==> src/rtl/input_arbiter.sv <==
// Round-robin arbiter that shares one CPU input port among NUM_SRC byte producers.
// Each accepted byte is held with ready_in high for HOLD_CYCLES, then low for GAP_CYCLES.
module input_arbiter #(
  parameter int unsigned BUS_WIDTH   = 8,
  parameter int unsigned NUM_SRC     = 4,
  parameter int unsigned HOLD_CYCLES = 4,
  parameter int unsigned GAP_CYCLES  = 2,
  localparam int unsigned GidW       = (NUM_SRC > 1) ? $clog2(NUM_SRC) : 1
) (
  input  logic                         clk,
  input  logic                         reset,
  input  logic [NUM_SRC-1:0]           src_valid,
  input  logic [NUM_SRC*BUS_WIDTH-1:0] src_data,
  output logic [NUM_SRC-1:0]           src_ready,
  output logic [BUS_WIDTH-1:0]         in_port,
  output logic                         ready_in,
  output logic [GidW-1:0]              grant_id,
  output logic                         busy
);

  localparam int unsigned MaxCnt = (HOLD_CYCLES > GAP_CYCLES) ? HOLD_CYCLES : GAP_CYCLES;
  localparam int unsigned CntW   = $clog2(MaxCnt + 1);

  typedef enum logic [1:0] {StIdle, StPresent, StRelease} state_e;

  state_e               state_q, state_d;
  logic [CntW-1:0]      cnt_q, cnt_d;
  logic [GidW-1:0]      rr_ptr_q, rr_ptr_d;
  logic [GidW-1:0]      grant_id_q, grant_id_d;
  logic [BUS_WIDTH-1:0] in_port_q, in_port_d;
  logic                 ready_in_q, ready_in_d;

  logic [BUS_WIDTH-1:0] src_byte [NUM_SRC];
  logic                 gnt_found;
  logic [GidW-1:0]      gnt_idx;
  logic [GidW:0]        idx;

  always_comb begin
    for (int i = 0; i < NUM_SRC; i++) begin
      src_byte[i] = src_data[i*BUS_WIDTH +: BUS_WIDTH];
    end
  end

  // First valid source at or after rr_ptr, wrapping; the extra idx bit holds the unwrapped sum.
  always_comb begin
    gnt_found = 1'b0;
    gnt_idx   = '0;
    idx       = '0;
    for (int k = 0; k < NUM_SRC; k++) begin
      idx = {1'b0, rr_ptr_q} + (GidW+1)'(k);
      if (idx >= (GidW+1)'(NUM_SRC)) begin
        idx = idx - (GidW+1)'(NUM_SRC);
      end
      if (!gnt_found && src_valid[idx[GidW-1:0]]) begin
        gnt_found = 1'b1;
        gnt_idx   = idx[GidW-1:0];
      end
    end
  end

  always_comb begin
    src_ready = '0;
    if (state_q == StIdle && gnt_found && !reset) begin
      src_ready[gnt_idx] = 1'b1;
    end
  end

  always_comb begin
    state_d    = state_q;
    cnt_d      = cnt_q;
    rr_ptr_d   = rr_ptr_q;
    grant_id_d = grant_id_q;
    in_port_d  = in_port_q;
    unique case (state_q)
      StIdle: begin
        if (gnt_found) begin
          in_port_d  = src_byte[gnt_idx];
          grant_id_d = gnt_idx;
          rr_ptr_d   = (gnt_idx == GidW'(NUM_SRC - 1)) ? '0 : gnt_idx + GidW'(1);
          cnt_d      = CntW'(HOLD_CYCLES - 1);
          state_d    = StPresent;
        end
      end
      StPresent: begin
        if (cnt_q == '0) begin
          state_d = StRelease;
          cnt_d   = CntW'(GAP_CYCLES - 1);
        end else begin
          cnt_d = cnt_q - CntW'(1);
        end
      end
      StRelease: begin
        if (cnt_q == '0) begin
          state_d = StIdle;
        end else begin
          cnt_d = cnt_q - CntW'(1);
        end
      end
      default: state_d = StIdle;
    endcase
    ready_in_d = (state_d == StPresent);
  end

  always_ff @(posedge clk) begin
    if (reset) begin
      state_q    <= StIdle;
      cnt_q      <= '0;
      rr_ptr_q   <= '0;
      grant_id_q <= '0;
      in_port_q  <= '0;
      ready_in_q <= 1'b0;
    end else begin
      state_q    <= state_d;
      cnt_q      <= cnt_d;
      rr_ptr_q   <= rr_ptr_d;
      grant_id_q <= grant_id_d;
      in_port_q  <= in_port_d;
      ready_in_q <= ready_in_d;
    end
  end

  assign in_port  = in_port_q;
  assign ready_in = ready_in_q;
  assign grant_id = grant_id_q;
  assign busy     = (state_q != StIdle);

  a_src_ready_onehot: assert property (@(posedge clk) disable iff (reset) $onehot0(src_ready));
  a_ready_busy:       assert property (@(posedge clk) disable iff (reset) ready_in |-> busy);
  a_in_port_stable:   assert property (@(posedge clk) disable iff (reset)
                                       (busy && $past(busy)) |-> $stable(in_port));

endmodule
==> config.mk <==
export PLATFORM = sky130hd
export DESIGN_NAME = input_arbiter
export DESIGN_NICKNAME = d
export VERILOG_FILES = /design/src/rtl/input_arbiter.sv
export SDC_FILE = /design/constraint.sdc
export NUM_CORES = 1
export LEC_CHECK = 0
export BUFFER_PORTS_ARGS = -buffer_cell sky130_fd_sc_hd__buf_2
export CORE_MARGIN = 2
export CORE_UTILIZATION = 35
export CTS_CLUSTER_DIAMETER = 40
export CTS_CLUSTER_SIZE = 24
export DETAILED_ROUTE_END_ITERATION = 8
export HOLD_SLACK_MARGIN = 0.02
export PLACE_DENSITY = 0.6
export REMOVE_ABC_BUFFERS = 1
export SYNTH_ARGS = -nofsm -noshare
export SYNTH_HDL_FRONTEND = slang
export SYNTH_SLANG_ARGS = --single-unit
==> constraint.sdc <==
create_clock -name clk -period 1.8 [get_ports clk]
set_input_delay 0.18 -clock clk [delete_from_list [all_inputs] [get_ports clk]]
set_output_delay 0.18 -clock clk [all_outputs]
set_load 0.005 [all_outputs]
# Yosys cells after proc, flatten, opt, wreduce, memory -nomap -nowiden
# Index checks and enable logic that the tools add are counted.
# Widths: inputs -> output; s select.
[word_totals]
word_cells = 84
reg_bits = 18
[classes]
n_mux = 35
magnitude_cmp = 11
bitwise_logic = 1
n_eq_ne = 6
add_sub_neg = 9
reduce_logical = 16
[op_table]
columns = ["cell", "n"]
rows = [
  ["$mux 2", 12],
  ["$bmux 8 s2", 1],
  ["$mux 8", 2],
  ["$lt 2x3->1 const B", 5],
  ["$ge 3x3->1 const B", 4],
  ["$mux 1", 9],
  ["$mux 3", 3],
  ["$pmux 3 s3", 1],
  ["$bmux 1 s2", 4],
  ["$sub 2x1->2 const B", 4],
  ["$add 2x2->3 const B", 2],
  ["$logic_and 1x1->1", 6],
  ["$pmux 2 s3", 1],
  ["$eq 2x1->1 const B", 2],
  ["$eq 2x2->1 const B", 2],
  ["$logic_not 1->1", 4],
  ["$mux 4", 1],
  ["$ne 2x2->1 const B", 2],
  ["$add 2x1->3 const B", 1],
  ["$ge 2x3->1 const B", 1],
  ["$logic_not 3->1", 1],
  ["$not 2->3", 1],
  ["$reduce_and 3->1", 1],
  ["$reduce_bool 3->1", 1],
  ["other kinds (7)", 7],
]

# Longest topological paths before layout
[logic_depth]
ltp_word = 19
depth_mapped = 8

# Least setup slack after synthesis
# Ideal clock, no wire load.
[synth_path]
kind = "reg2reg"
start = "register rr_ptr_q[1]"
end = "register rr_ptr_q[1]"
path_buffers = 0
t_arrival_ps = 1487
period_less_slack_ps = 1613
required_ps = 1674
stages_incl_launch_ff = 8
setup_ps = 126
slack_ps = 187
path_cell_list = "dfxtp_1 > mux2i_1 > o32ai_1 > or2_1 > inv_1 > ha_1 > mux2i_1 > nor2_1"
[synth_via]
elab_chain_len = 16
[synth_lines]
columns = ["item", "line", "rtl"]
rows = [
  ["start, declared", "28", "logic [GidW-1:0] rr_ptr_q, rr_ptr_d;"],
  ["start signal, assigned", "115", "rr_ptr_q <= rr_ptr_d;"],
  ["parallel branches: the longest is 13 deep, another holds $add 2x1->3", "-", ""],
  ["$mux 2 (*)", "54", "if (!gnt_found && src_valid[idx[GidW-1:0]]) begin"],
  ["named net gnt_idx[0]", "35", "logic [GidW-1:0] gnt_idx;"],
  ["$add 2x1->2 / $eq 2x2->1 (equally long branches)", "79", "rr_ptr_d = (gnt_idx == GidW'(NUM_SRC - 1)) ? '0 : gnt_idx + GidW'(1);"],
  ["$mux 2 (*)", "79", ""],
]
# Mark *: on every way through the listed nets, which the timed path passes. The select of a mux whose other input is x is not followed.
# A chain may end at the register's enable or synchronous reset.

# Final worst setup path
[layout_path]
start = "register rr_ptr_q[1]"
end = "output port src_ready[2]"
[layout_via]
elab_chain_len = 19
[layout_lines]
columns = ["item", "line", "rtl"]
rows = [
  ["parallel branches: the longest is 18 deep, another holds $add 2x1->3", "-", ""],
  ["$mux 4 (*)", "63", "if (state_q == StIdle && gnt_found && !reset) begin"],
  ["end, declared", "14", "output logic [NUM_SRC-1:0] src_ready,"],
]
# Every way passes the cells marked *. The select of a mux whose other input is x is not followed.

==> key figures <==
Run status
  – Status: finished with violations
  – Failing checks: negative setup slack

Global route
  – Total routing usage reported by global routing: 0.153
  – Initial antenna violation count: 0
  – Vias in the first global route: between 1000 and 1500
  – Largest net degree at the start of global routing: 19
  – Global-route wire length before repair: between 4000 and 5000 µm
  – Gr ovfl total: 0

Synthesis
  – Count of distinct cell types in the synthesized netlist: 33
  – Simple logic cell fraction of the synthesized area: 0.167
  – Most common library cells after synthesis: mux2i_1, dfxtp_1, inv_1
  – Leading area contributor after synthesis: dfxtp_1
  – Count of warnings emitted by yosys: 0
  – Most used DFF post-synth: dfxtp_1
  – Number of flops mapped to enable cells by yosys: 0
  – Fraction of registers with async set or reset after synthesis: 0
  – Dominant combinational cell family by area after synthesis: compound AO/OA/AOI/OAI gates
  – Share of the synthesized area in compound gates (AO/OA/AOI/OAI): 0.200
  – Leading post-synthesis cells by cell area: dfxtp_1, mux2i_1, ha_1
  – Register bit count reported by yosys: 18
  – Number of cells produced by synthesis: 128
  – Synth Area per Inst: about 9.5 µm²
  – Share of cell area taken by muxes after synthesis: 0.156
  – Post-Synth Adder-Cell Area: 0.102
  – Synthesized-area fraction occupied by xor and xnor cells: 0
  – Top-area cell type share of the netlist area: 0.295
  – Post-synthesis instance area: around 1200 µm²
  – Most repeated cell in the gate-level netlist after synthesis: mux2i_1
  – Post-synthesis sequential area ratio: 0.295

Routing
  – Post-detailed-route wirelength per cell: roughly 13 µm
  – Detailed-route via count: roughly 1200
  – Number of DRC markers in iteration 0: 33
  – Residual DRC: 0
  – Wire length reported by the detailed router: 3010 µm
  – Post-detailed-route count of antenna-violating nets: 0
  – Number of search-and-repair iterations in the first detailed-routing pass: 4
  – Detail-routed via count per cell: 4.98

Placement
  – Setup slack after placement: 12.5 ps
  – DP HPWL: ~2400 µm
  – Routability Congestion: around 0.82
  – Buffers added on ports: 53
  – DP Cell Count: ~230

Finish
  – Number of nets in the final layout: around 240
  – Area growth, synth to finish: 33.6%
  – Share of cells above drive strength 1: 0.428
  – Final antenna diode count: 0
  – Post-route core utilization: 0.489
  – Fill cell instance count of the final layout: 339
  – Finished Layout Cells: 233

Clocking
  – Htree depth: 1
  – Max Buffers Root-to-Sink: 2
  – CTS Buf Count: 3
  – Hold_buf cts: 0
  – Cell at the root of the clock tree: clkbuf_4
  – Worst-Skew Late Latency: 310 ps
  – Clock tree from TritonCTS: built
  – Clock Pin Slew Worst Setup and Hold Paths: 110 ps
  – Sink Count: 18

Power
  – Final Power: between 1.5 and 2 mW
  – Proportion of power drawn by flip-flops and latches: 0.355
  – Power density relative to cell area: 975 nW/µm²
  – Design internal power: ~1000 µW
  – Clk pwr share: 0.163
  – Leakage: ~0.77 nW
  – Net switching component of the power: a little under 600 µW
  – Combinational power share: 0.482
  – Net switching share of the total power: 0.373
  – Worst VDD drop: around 0.50 mV

Worst setup path
  – Category of the critical setup timing path: flop to output port
  – Data arrival time of the critical path: approximately 1700 ps
  – Required time of the critical path: 1620 ps
  – Critical path capture point type: output port
  – Worst-path fanout max: 6
  – Critical path launch point type: flop

STA
  – Clock Skews: 6.21 ps
  – Post-route setup slack: -119 ps
  – Final-report hold violation count: 0
  – Max-slew violation total from the final report: 0
  – Fmax: 521 MHz
  – Rel. slew slack: 0.667
  – # setup viols final: 4
  – Minimum clock period after layout: 1920 ps
  – RSZ-0062 raised after global routing: yes
  – TNS Setup: -434 ps
  – Worst Max-Slew Pin Slew: 496 ps
  – Final Cycle Share: 1.07

Job
  – Max-cap violation count: 0

Die
  – Number of rows created at floorplan: 21
  – Core area: about 3300 µm²
  – Width of the die: 63.1 µm
  – Total Die Area: 3980 µm²
  – Die height: about 63 µm
  – Initial core utilization: 0.366
  – Top-level I/O count: 54

Min path
  – Classification of the worst-slack hold path: primary input to flop
==> critical path, cell delays in order, from the launching register on <==
cell     delay (ps)
dfxtp_4         410
mux2i_2         220
o32ai_2         110
or2_4           270
ha_2            180
and2_1          130
buf_2           120
==> path summary, 6_finish.rpt <==
| path | from | to | slack [ps] | depth (start not counted) |
|---|---|---|---|---|
| setup reg to reg | state_q[0]$_SDFF_PP0_ | cnt_q[0]$_SDFFE_PP0P_ | 130 | 6 |
| hold / removal | src_data[10] | in_port[2]$_SDFFE_PP0P_ | 160 | 3 |
| setup / recovery | rr_ptr_q[1]$_SDFFE_PP0P_ | src_ready[2] | -120 | 6 |
| hold reg to reg | in_port[4]$_SDFFE_PP0P_ | in_port[4]$_SDFFE_PP0P_ | 510 | 2 |
==> stage by stage <==
step | hold WS (ps) | instance area (µm²)
final | 160 | 1630
after global routing | 150 | 1630
after CTS | 150 | 1610
after detailed placement | 484 | 1530
after global placement | 476 | 1530
after floorplan | 252 | 1160
==> what timing repair did <==
| item | 4_1_cts | 5_1_grt |
|---|---|---|
| setup endpoints to repair | 5 | 7 |
| resized for setup | 9 | 3 |
| pin swaps | 2 | 1 |
| hold endpoints to repair | 0 | 0 |
| buffers inserted | 2 | 1 |
==> routing by layer <==
| layer | global-route usage | vias up | share of wire |
|---|---|---|---|
| met5 | 0 | - | 0 |
| met3 | 0.0554 | 2 | 0.047 |
| met4 | 0.0333 | 0 | 0.0040 |
| li1 | - | 586 | - |
| met2 | 0.266 | 20 | 0.52 |
| met1 | 0.180 | 552 | 0.42 |
==> cells by family (layout without fill, tap and decap cells) <==
group,Yosys count,count (layout)
DFF,18,18
AOI/OAI and AO/OA,31,31
buffers and inverters,16,75
muxes,19,19
and+or+nand+nor,34,34
adders and majority gates,10,10
==> state kept, by name, summed over array words and instances, names as in the netlist <==
| name | cells |
|---|---|
| state_q | 2 |
| rr_ptr_q | 2 |
| in_port | 8 |
| grant_id | 2 |
| ready_in | 1 |
| cnt_q | 3 |
==> cell usage in the layout (no fill, tap or decap) <==
cell	Yosys	final
a211oi_1	3	3
a21o_1	1	1
a21oi_1	4	4
a21oi_2	1	1
a221oi_4	0	1
a22oi_1	2	2
a311oi_1	1	1
and2_1	5	5
buf_12	2	1
buf_2	1	53
buf_4	1	6
clkbuf_4	0	3
clkbuf_8	0	1
dfxtp_1	18	16
dfxtp_2	0	1
dfxtp_4	0	1
ha_1	10	8
ha_2	0	2
inv_1	11	10
inv_4	0	1
mux2i_1	19	18
mux2i_2	0	1
nand2_1	3	3
nand2_2	2	2
nand2b_1	3	3
nand3b_1	8	8
nor2_1	8	8
nor2_4	0	1
nor2b_1	1	1
nor4_2	1	1
nor4b_1	1	1
o21ai_0	5	5
o21ai_2	1	1
o221ai_1	8	8
o22ai_1	1	1
o2bb2a_4	1	1
o31ai_1	1	1
o32ai_2	0	1
or2_4	0	1
==> cell type report <==
type,count,area (µm²),area share
multi-input combinational,94,798,0.489
sequential,18,365,0.224
timing repair buffer,60,330,0.202
tap,46,57.6,0.0353
inverter,11,43.8,0.0268
clock buffer,4,36.3,0.0222
==> power by group through the flow <==
stage               clock, mW  sequential, mW  combinational, mW
detailed placement          0           0.567              0.718
CTS                     0.274           0.564              0.756
floorplan                   0           0.564              0.440
finish                  0.259           0.565              0.767
global route            0.291           0.580              0.856
global placement            0           0.562              0.698
Power figures use the tool's default switching activity.
